### config.mk
export PLATFORM = sky130hd
export DESIGN_NAME = aes_gcm_tag_verify_flat
export DESIGN_NICKNAME = d
export VERILOG_FILES = /design/src/rtl/aes_gcm_tag_verify_if.sv /design/src/rtl/aes_gcm_tag_verify.sv /design/src/flat_wrapper.sv
export SDC_FILE = /design/constraint.sdc
export NUM_CORES = 2
export LEC_CHECK = 0
export BUFFER_PORTS_ARGS = -buffer_cell sky130_fd_sc_hd__buf_2
export CAP_MARGIN = 30
export CELL_PAD_IN_SITES_DETAIL_PLACEMENT = 2
export CELL_PAD_IN_SITES_GLOBAL_PLACEMENT = 2
export CORE_AREA = 2 2 519 366
export DETAILED_ROUTE_END_ITERATION = 12
export DIE_AREA = 0 0 521 368
export GPL_ROUTABILITY_DRIVEN = 0
export PLACE_DENSITY_LB_ADDON = 0.15
export SYNTH_ARGS = -nofsm -noshare
export SYNTH_HDL_FRONTEND = slang
export SYNTH_SLANG_ARGS = --single-unit
export TNS_END_PERCENT = 100
### constraint.sdc
create_clock -name clk -period 58.3 [get_ports clk]
set_input_delay 8.745 -clock clk [delete_from_list [all_inputs] [get_ports clk]]
set_output_delay 8.745 -clock clk [all_outputs]
set_load 0.03 [all_outputs]
### src/rtl/aes_gcm_tag_verify_if.sv
// Bus bundle for the GCM receive-side tag checker: per-instance parameters,
// the block stream handshake and the completion/result signals.
interface aes_gcm_tag_verify_if;
    logic         i_start;
    logic [127:0] i_h;
    logic [127:0] i_ej0;
    logic [127:0] i_tag;
    logic [63:0]  i_aad_len;
    logic [63:0]  i_ct_len;
    logic         i_blk_valid;
    logic [127:0] i_blk;
    logic         o_blk_ready;
    logic         o_busy;
    logic         o_done;
    logic [127:0] o_tag;
    logic         o_tag_ok;

    // Caller side: launches instances and streams blocks.
    modport master (
        output i_start, i_h, i_ej0, i_tag, i_aad_len, i_ct_len, i_blk_valid, i_blk,
        input  o_blk_ready, o_busy, o_done, o_tag, o_tag_ok
    );

    // Tag checker side.
    modport slave (
        input  i_start, i_h, i_ej0, i_tag, i_aad_len, i_ct_len, i_blk_valid, i_blk,
        output o_blk_ready, o_busy, o_done, o_tag, o_tag_ok
    );
endinterface

### src/rtl/aes_gcm_tag_verify.sv
// GCM decrypt-side tag check. GHASH over AAD and CT blocks plus the length
// block, using an iterative digit-serial GF(2^128) multiplier, then
// T' = GHASH ^ E(K,J0) compared against the received tag.
// GCM bit i of every 128-bit vector is held at index [127-i] (bit 0 = MSB).
module aes_gcm_tag_verify #(
    parameter int DIGIT_BITS = 8
) (
    input  logic                 clk,
    input  logic                 rst,
    aes_gcm_tag_verify_if.slave  bus
);
    localparam int M  = 128 / DIGIT_BITS;
    localparam int CW = (M > 1) ? $clog2(M) : 1;
    localparam logic [127:0] R = {8'hE1, 120'd0};

    typedef enum logic [2:0] {IDLE, ABSORB, MULT, LENBLK, DONE} state_t;

    state_t         state;
    logic [127:0]   h_q;
    logic [127:0]   ej0_q;
    logic [127:0]   tag_q;
    logic [63:0]    aad_len_q;
    logic [63:0]    ct_len_q;
    logic [127:0]   y_q;
    logic [127:0]   z_q;
    logic [127:0]   v_q;
    logic [57:0]    nblk_q;
    logic [CW-1:0]  mcnt_q;
    logic           len_done_q;
    logic           blk_ready_q;
    logic           busy_q;
    logic           done_q;
    logic [127:0]   tag_out_q;
    logic           tag_ok_q;

    logic [127:0]   z_nx;
    logic [127:0]   v_nx;
    logic [127:0]   t_nx;
    logic [57:0]    nblk_start;
    logic           mult_last;

    // Number of 128-bit blocks covering a bit length (rounded up).
    function automatic logic [57:0] blocks_of(input logic [63:0] len);
        return {1'b0, len[63:7]} + {57'd0, |len[6:0]};
    endfunction

    assign nblk_start = blocks_of(bus.i_aad_len) + blocks_of(bus.i_ct_len);
    assign mult_last  = (mcnt_q == CW'(M - 1));
    assign t_nx       = z_nx ^ ej0_q;

    // One digit of the shift-and-add multiply; the multiplier operand is
    // consumed from the top of y_q, which is shifted left after each digit.
    always_comb begin
        z_nx = z_q;
        v_nx = v_q;
        for (int j = 0; j < DIGIT_BITS; j++) begin
            if (y_q[127 - j]) z_nx = z_nx ^ v_nx;
            v_nx = {1'b0, v_nx[127:1]} ^ (v_nx[0] ? R : 128'd0);
        end
    end

    // Control FSM with GHASH datapath and registered outputs.
    always_ff @(posedge clk or posedge rst) begin
        if (rst) begin
            state       <= IDLE;
            h_q         <= '0;
            ej0_q       <= '0;
            tag_q       <= '0;
            aad_len_q   <= '0;
            ct_len_q    <= '0;
            y_q         <= '0;
            z_q         <= '0;
            v_q         <= '0;
            nblk_q      <= '0;
            mcnt_q      <= '0;
            len_done_q  <= 1'b0;
            blk_ready_q <= 1'b0;
            busy_q      <= 1'b0;
            done_q      <= 1'b0;
            tag_out_q   <= '0;
            tag_ok_q    <= 1'b0;
        end else begin
            case (state)
                IDLE: begin
                    if (bus.i_start) begin
                        h_q        <= bus.i_h;
                        ej0_q      <= bus.i_ej0;
                        tag_q      <= bus.i_tag;
                        aad_len_q  <= bus.i_aad_len;
                        ct_len_q   <= bus.i_ct_len;
                        y_q        <= '0;
                        nblk_q     <= nblk_start;
                        len_done_q <= 1'b0;
                        busy_q     <= 1'b1;
                        if (nblk_start != '0) begin
                            state       <= ABSORB;
                            blk_ready_q <= 1'b1;
                        end else begin
                            state <= LENBLK;
                        end
                    end
                end
                ABSORB: begin
                    if (bus.i_blk_valid) begin
                        y_q         <= y_q ^ bus.i_blk;
                        nblk_q      <= nblk_q - 58'd1;
                        z_q         <= '0;
                        v_q         <= h_q;
                        mcnt_q      <= '0;
                        blk_ready_q <= 1'b0;
                        state       <= MULT;
                    end
                end
                LENBLK: begin
                    y_q        <= y_q ^ {aad_len_q, ct_len_q};
                    len_done_q <= 1'b1;
                    z_q        <= '0;
                    v_q        <= h_q;
                    mcnt_q     <= '0;
                    state      <= MULT;
                end
                MULT: begin
                    z_q <= z_nx;
                    v_q <= v_nx;
                    if (mult_last) begin
                        y_q <= z_nx;
                        if (nblk_q != '0) begin
                            state       <= ABSORB;
                            blk_ready_q <= 1'b1;
                        end else if (!len_done_q) begin
                            state <= LENBLK;
                        end else begin
                            state     <= DONE;
                            done_q    <= 1'b1;
                            tag_out_q <= t_nx;
                            tag_ok_q  <= (t_nx == tag_q);
                        end
                    end else begin
                        y_q    <= y_q << DIGIT_BITS;
                        mcnt_q <= mcnt_q + CW'(1);
                    end
                end
                DONE: begin
                    done_q <= 1'b0;
                    busy_q <= 1'b0;
                    state  <= IDLE;
                end
                default: state <= IDLE;
            endcase
        end
    end

    assign bus.o_blk_ready = blk_ready_q;
    assign bus.o_busy      = busy_q;
    assign bus.o_done      = done_q;
    assign bus.o_tag       = tag_out_q;
    assign bus.o_tag_ok    = tag_ok_q;
endmodule

### src/flat_wrapper.sv
// flat-port wrapper written by rule: the top's interface ports become plain ports
module aes_gcm_tag_verify_flat 
#(
    parameter int DIGIT_BITS = 8
)
  (clk, rst, bus_i_start, bus_i_h, bus_i_ej0, bus_i_tag, bus_i_aad_len, bus_i_ct_len, bus_i_blk_valid, bus_i_blk, bus_o_blk_ready, bus_o_busy, bus_o_done, bus_o_tag, bus_o_tag_ok);
  aes_gcm_tag_verify_if bus_i ();
  input  logic clk;
  input  logic rst;
  input wire logic [$bits(bus_i.i_start)-1:0] bus_i_start;
  input wire logic [$bits(bus_i.i_h)-1:0] bus_i_h;
  input wire logic [$bits(bus_i.i_ej0)-1:0] bus_i_ej0;
  input wire logic [$bits(bus_i.i_tag)-1:0] bus_i_tag;
  input wire logic [$bits(bus_i.i_aad_len)-1:0] bus_i_aad_len;
  input wire logic [$bits(bus_i.i_ct_len)-1:0] bus_i_ct_len;
  input wire logic [$bits(bus_i.i_blk_valid)-1:0] bus_i_blk_valid;
  input wire logic [$bits(bus_i.i_blk)-1:0] bus_i_blk;
  output wire logic [$bits(bus_i.o_blk_ready)-1:0] bus_o_blk_ready;
  output wire logic [$bits(bus_i.o_busy)-1:0] bus_o_busy;
  output wire logic [$bits(bus_i.o_done)-1:0] bus_o_done;
  output wire logic [$bits(bus_i.o_tag)-1:0] bus_o_tag;
  output wire logic [$bits(bus_i.o_tag_ok)-1:0] bus_o_tag_ok;
  assign bus_i.i_start = bus_i_start;
  assign bus_i.i_h = bus_i_h;
  assign bus_i.i_ej0 = bus_i_ej0;
  assign bus_i.i_tag = bus_i_tag;
  assign bus_i.i_aad_len = bus_i_aad_len;
  assign bus_i.i_ct_len = bus_i_ct_len;
  assign bus_i.i_blk_valid = bus_i_blk_valid;
  assign bus_i.i_blk = bus_i_blk;
  assign bus_o_blk_ready = bus_i.o_blk_ready;
  assign bus_o_busy = bus_i.o_busy;
  assign bus_o_done = bus_i.o_done;
  assign bus_o_tag = bus_i.o_tag;
  assign bus_o_tag_ok = bus_i.o_tag_ok;
  aes_gcm_tag_verify #(.DIGIT_BITS(DIGIT_BITS)) u_core (.clk(clk), .rst(rst), .bus(bus_i));
endmodule
# Yosys cells after proc, flatten, opt, wreduce, memory -nomap -nowiden
# Cells that the tools add are included.
[totals]
mem_bits_rw = 0
mem_bits_ro = 0
out_inout_bits = 132
mem_count = 0
wordCells = 130
latch_bits = 0
ff_bits = 1094
[classes]
n_div = 0
n_bitwise = 20
n_lt_le_gt_ge = 0
n_reduce_logical = 23
n_eq_ne = 14
shift = 0
n_addsub = 5
mul = 0
muxes = 51
[op_table]
columns = ["cell", "n"]
rows = [
  ["two-way mux 128 bit", 21],
  ["bitwise XOR 128 bit", 11],
  ["bitwise XOR 127 x 128 -> 128 bit", 8],
  ["one-hot mux 128 bit (3 select lines)", 2],
  ["one-hot mux 128 bit (4 select lines)", 1],
  ["== test 128 bit", 1],
  ["adder 57 x 1 -> 58 bit", 2],
  ["two-way mux 58 bit", 2],
  ["one-hot mux 58 bit (2 select lines)", 1],
  ["nonzero test 58 bit", 2],
  ["adder 58 bit", 1],
  ["subtractor 58 x 1 -> 58 bit, second input constant", 1],
  ["two-way mux 3 bit", 5],
  ["OR reduction 7 bit", 2],
  ["one-hot mux 3 bit (4 select lines)", 1],
  ["one-hot mux 4 bit (3 select lines)", 1],
  ["AND reduction 3 bit", 4],
  ["two-way mux 1 bit", 10],
  ["two-way mux 4 bit", 2],
  ["!= test 2 x 1 -> 1 bit, second input constant", 4],
  ["!= test 2 bit, second input constant", 4],
  ["AND reduction 2 bit", 4],
  ["AND reduction 4 bit", 2],
  ["nonzero test 2 bit", 4],
  ["13 further kinds", 17],
]

# Longest topological paths before layout
[depth]
word_depth = 18
depth_mapped = 18

# Worst setup path before layout
# OpenSTA, ideal clock, no wires.
[synth_timing]
kind = "input port to flip-flop"
from = "input port bus_i_aad_len[3]"
to = "register u_core.blk_ready_q (netlist: u_core.bus.o_blk_ready)"
path_slack_ns = 45.215
path_buffers = 1
required_time_ns = 58.178
setup_ns = 0.122
cell_stages = 18
t_arrival_ns = 12.963
cell_sequence = "or4_1 nor4_1 fa_1 inv_1 ha_1 fa_1 a21o_1 a311o_1 nand3_1 and3_1 clkbuf_1 o2111ai_1 and4_1 a2111oi_0 nand4_1 nor4_1 nand2_1 a32o_1"
[synth_via]
elab_chain_cells = 6
[synth_lines]
columns = ["element", "line_no", "text"]
rows = [
  ["from (decl)", "flat_wrapper.sv:14", "input wire logic [$bits(bus_i.i_aad_len)-1:0] bus_i_aad_len;"],
  ["OR reduction 7 bit", "aes_gcm_tag_verify.sv:44", "return {1'b0, len[63:7]} + {57'd0, |len[6:0]};"],
  ["adder 57 x 1 -> 58 bit", "aes_gcm_tag_verify.sv:44", ""],
  ["adder 58 bit", "aes_gcm_tag_verify.sv:47", "assign nblk_start = blocks_of(bus.i_aad_len) + blocks_of(bus.i_ct_len);"],
  ["nonzero test 58 bit", "aes_gcm_tag_verify.sv:95", "if (nblk_start != '0) begin"],
  ["!= test 2 x 1 -> 1 bit (no line)", "-", ""],
  ["AND reduction 6 bit (no line)", "-", ""],
  ["to (signal assigned)", "aes_gcm_tag_verify.sv:77", "blk_ready_q <= 1'b0;"],
  ["to (signal assigned)", "aes_gcm_tag_verify.sv:97", "blk_ready_q <= 1'b1;"],
  ["to (signal assigned)", "aes_gcm_tag_verify.sv:110", "blk_ready_q <= 1'b0;"],
  ["to (decl)", "aes_gcm_tag_verify.sv:30", "logic blk_ready_q;"],
]
# Every way passes these cells.
# A chain may end at the register's enable or synchronous reset.

# Worst setup path after layout
# Ends and elaborated chain as after synthesis.

==> results_dict.tcl <==
set metrics [dict create \
    status "finished, final reports clean" \
    die_area_um2 192000 \
    cp-start-kind "input pin" \
    holdPathStages 2 \
    dp_hpwl_um 293000 \
    drtIter0Drc 8446 \
    wire_per_inst_um 32.9 \
    die_width_um 521 \
    setup_tns_ns 0 \
    avgSynthCellArea_um2 8.27 \
    yosysWarnings 0 \
    hold_path_end "u_core.h_q[83]" \
    grt_max_degree 158 \
    maxSlewHeadroom 0.178 \
    required_ns 59.00 \
    cts_buffers 132 \
    cts_tree "yes" \
    cts.sinks 1094 \
    hold_viol 0 \
    pwr-share-clk 0.130 \
    critPathSlowestCell "or4_1" \
    clkLatencyLatePin_ns 0.82 \
    worstMarginPinSlew_ns 1.22 \
    post_drt_via_cell_ratio 6.08 \
    post_cts_buffers 0 \
    setup_viol 0 \
    synth_seq_cells 1094 \
    finalWirelength_um 391000 \
    synth_area_um2 72400 \
    num_rows 133 \
    swShare 0.561 \
    htree_levels 4 \
    yosys.area.top_type_share 0.378 \
    dpl_worst_slack_ns 43.60 \
    worstPathArrival_ns 14.90 \
    place.port_buffers 775 \
    critPathKind "in2reg" \
    critPathMaxStageDelay_ns 0.58 \
    ir_worst_vdd_mv 0.0438 \
    synth_flop_cell "dfrtp_1" \
    ys_seq_area_frac 0.378 \
    design.core.area_um2 187000 \
    hold_start "u_core.h_q[83]" \
    cts_root_buffer "clkbuf_16" \
    layout_common_cells "nand2_1, dfrtp_1, xnor2_1" \
    critPathMostFrequentCell "nor4_1" \
    grt_pass1_vias 75200 \
    ys_top_cells_by_area "dfrtp_1, nand2_1, xnor2_1" \
    drt_first_pass_iters 12 \
    switchingPower_w 0.00384 \
    pwr-share-comb 0.643 \
    die_y_um 368 \
    stdcell_count 11900 \
    synth_async_sr_flop_share 1.00 \
    drive_gt1_frac 0.138 \
    maxSlewViolCount 0 \
    cts_hold_buf 0 \
    io_pins 776 \
    crit_buf_inv 4 \
    dp.cells 11600 \
    fmax_mhz 70.4 \
    cts_resized 0 \
    grt.overflow.total 0 \
    antenna_found_initial 70 \
    final_common_cell "nand2_1" \
    fin_hold_ws_ns 0.479 \
    antenna_left 0 \
    r2r.worst_path.cells 15 \
    clkTransAtPathRegs_ns 0.06 \
    finalPower_w 0.00683 \
    synth_top_area_cell "dfrtp_1" \
    rr_startpoint "u_core.y_q[125]" \
    netlist_instances 8753 \
    rsz0062_at_grt "false" \
    endpoint_kind "flip-flop" \
    finalCritPeriodShare 0.244 \
    period_needed_ns 14.20 \
    maxCapViolCount 0 \
    num_vias 72300 \
    ys_types 88 \
    startpoint "bus_i_aad_len[3]" \
    p_int_w 0.00300 \
    drcViolationCount 0 \
    r2r_slack_ns 51.50 \
    r2r_end "u_core.bus.o_tag_ok" \
    grt_use_total 0.399 \
    clockBufferDepth 3 \
    cp_max_fo 4 \
    synth_fp_nets 9514 \
    synth_edf_count 0 \
    start_util 0.388 \
    p_leak_nw 38.6 \
    cp_top_family "simple AND/OR/NAND/NOR gates" \
    worst_slack_ns 44.10 \
    grt_pass1_wl_um 554000 \
    power_frac_seq 0.227 \
    p_per_area_nw_per_um2 81.9 \
    syn_to_final_growth_pct 15.3 \
    hold_path_class "reg2reg" \
    fin_nets 10000 \
    path_cells "buf_2 -> or4_1 -> nor4_1 -> buf_2 -> buf_4 -> fa_1 -> inv_1 -> ha_1 -> fa_1 -> a21o_1 -> a221oi_1 -> xnor2_1 -> a2111oi_0 -> nand4_1 -> or4_1 -> nor4_1 -> nand4_1 -> nor4_1 -> nand2_1 -> a32o_1" \
    finClkSkew_ns 0.0313 \
    fillers 20900 \
]
## worst register-to-register path: stages (launching register included)
cell and delay, ns:
dfrtp_4 0.76, buf_4 0.59, buf_4 0.49, buf_4 0.59, nand2_1 0.13, xnor2_1 0.24, xnor3_1 0.26, xnor2_1 0.14
buf_4 0.19, xnor2_1 0.84, nand4_1 0.78, or4_1 0.71, nor4_1 0.37, nand4_1 0.23, nor4_2 0.29, a21o_1 0.11
## cells by family (layout without fill, tap and decap cells)
group	after synthesis	after routing	share of synthesized area
compound gates	1198	1198	0.110
simple gates	4142	4142	0.236
mux	180	180	0.0251
fa+ha+maj	117	117	0.0204
buf+inv	710	1302	0.0385
flops	1094	1094	0.378
xor+xnor	1312	1312	0.192
other cells	0	51	0
## cells in the mapped netlist, types with 107 or more instances
| cell | n |
|---|---|
| ha_1 | 115 |
| a21oi_1 | 153 |
| xnor2_1 | 811 |
| mux2i_1 | 165 |
| o21ai_0 | 482 |
| xnor3_1 | 160 |
| dfrtp_1 | 1094 |
| a22o_1 | 107 |
| nor3_1 | 309 |
| buf_1 | 109 |
| clkbuf_1 | 426 |
| nand2_1 | 2961 |
| xor2_1 | 328 |
| nor2_1 | 466 |
## layer usage
| layer | part of all wire | global-route usage |
|---|---|---|
| met3 | 0.11 | 0.120 |
| met2 | 0.42 | 0.574 |
| met5 | 0.0016 | 0.0163 |
| met1 | 0.41 | 0.534 |
| met4 | 0.060 | 0.215 |
## final cells by class
class | instances | area (um^2) | area share
diodes | 51 | 128 | 0.00153
clock buffers | 176 | 3800 | 0.0455
clock inverters | 57 | 658 | 0.00788
inverters | 87 | 334 | 0.00400
multi-input cells | 6949 | 42400 | 0.508
flip-flops and latches | 1094 | 27400 | 0.328
well taps | 2497 | 3120 | 0.0374
repair buffers | 982 | 5590 | 0.0669
## power groups by stage
stage	Clock (W)	Sequential (W)	Combinational, W
after floorplan	0	0.00122	0.00240
after global placement	0	0.00151	0.00400
after detailed placement	0	0.00153	0.00414
after CTS	0.000894	0.00152	0.00419
after global routing	0.000923	0.00157	0.00448
final	0.000887	0.00155	0.00439
## metrics by stage
| stage | cell area, um^2 | utilization |
|---|---|---|
| 2_1_floorplan | 72400 | - |
| 3_3_place_gp | 78600 | 0.420 |
| 3_5_place_dp | 78700 | 0.421 |
| 4_1_cts | 83200 | 0.445 |
| 5_1_grt | 83500 | 0.447 |
| 6_report | 83500 | 0.447 |
## worst max-delay path by stage
| stage | slack [ns] | cells past startpoint | end |
|---|---|---|---|
| after floorplan | 18.75 | 1 | u_core.aad_len_q[0] |
| after global placement | 43.15 | 19 | u_core.bus.o_blk_ready |
| after detailed placement | 43.60 | 20 | u_core.bus.o_blk_ready |
| after CTS | 44.40 | 20 | u_core.bus.o_blk_ready |
| after global routing | 44.00 | 20 | u_core.bus.o_blk_ready |
| final | 44.10 | 20 | u_core.bus.o_blk_ready |
## sequential cells by signal, summed over array words and instances, names as in the netlist
name                    flops
u_core.nblk_q              58
u_core.h_q                128
u_core.len_done_q           1
u_core.z_q                128
u_core.bus.o_busy           1
u_core.state                3
u_core.mcnt_q               4
u_core.bus.o_tag_ok         1
u_core.bus.o_done           1
u_core.ct_len_q            64
u_core.v_q                128
u_core.bus.o_tag          128
u_core.y_q                128
u_core.tag_q              128
u_core.aad_len_q           64
u_core.bus.o_blk_ready      1
u_core.ej0_q              128
Power figures use the tool's default switching activity.
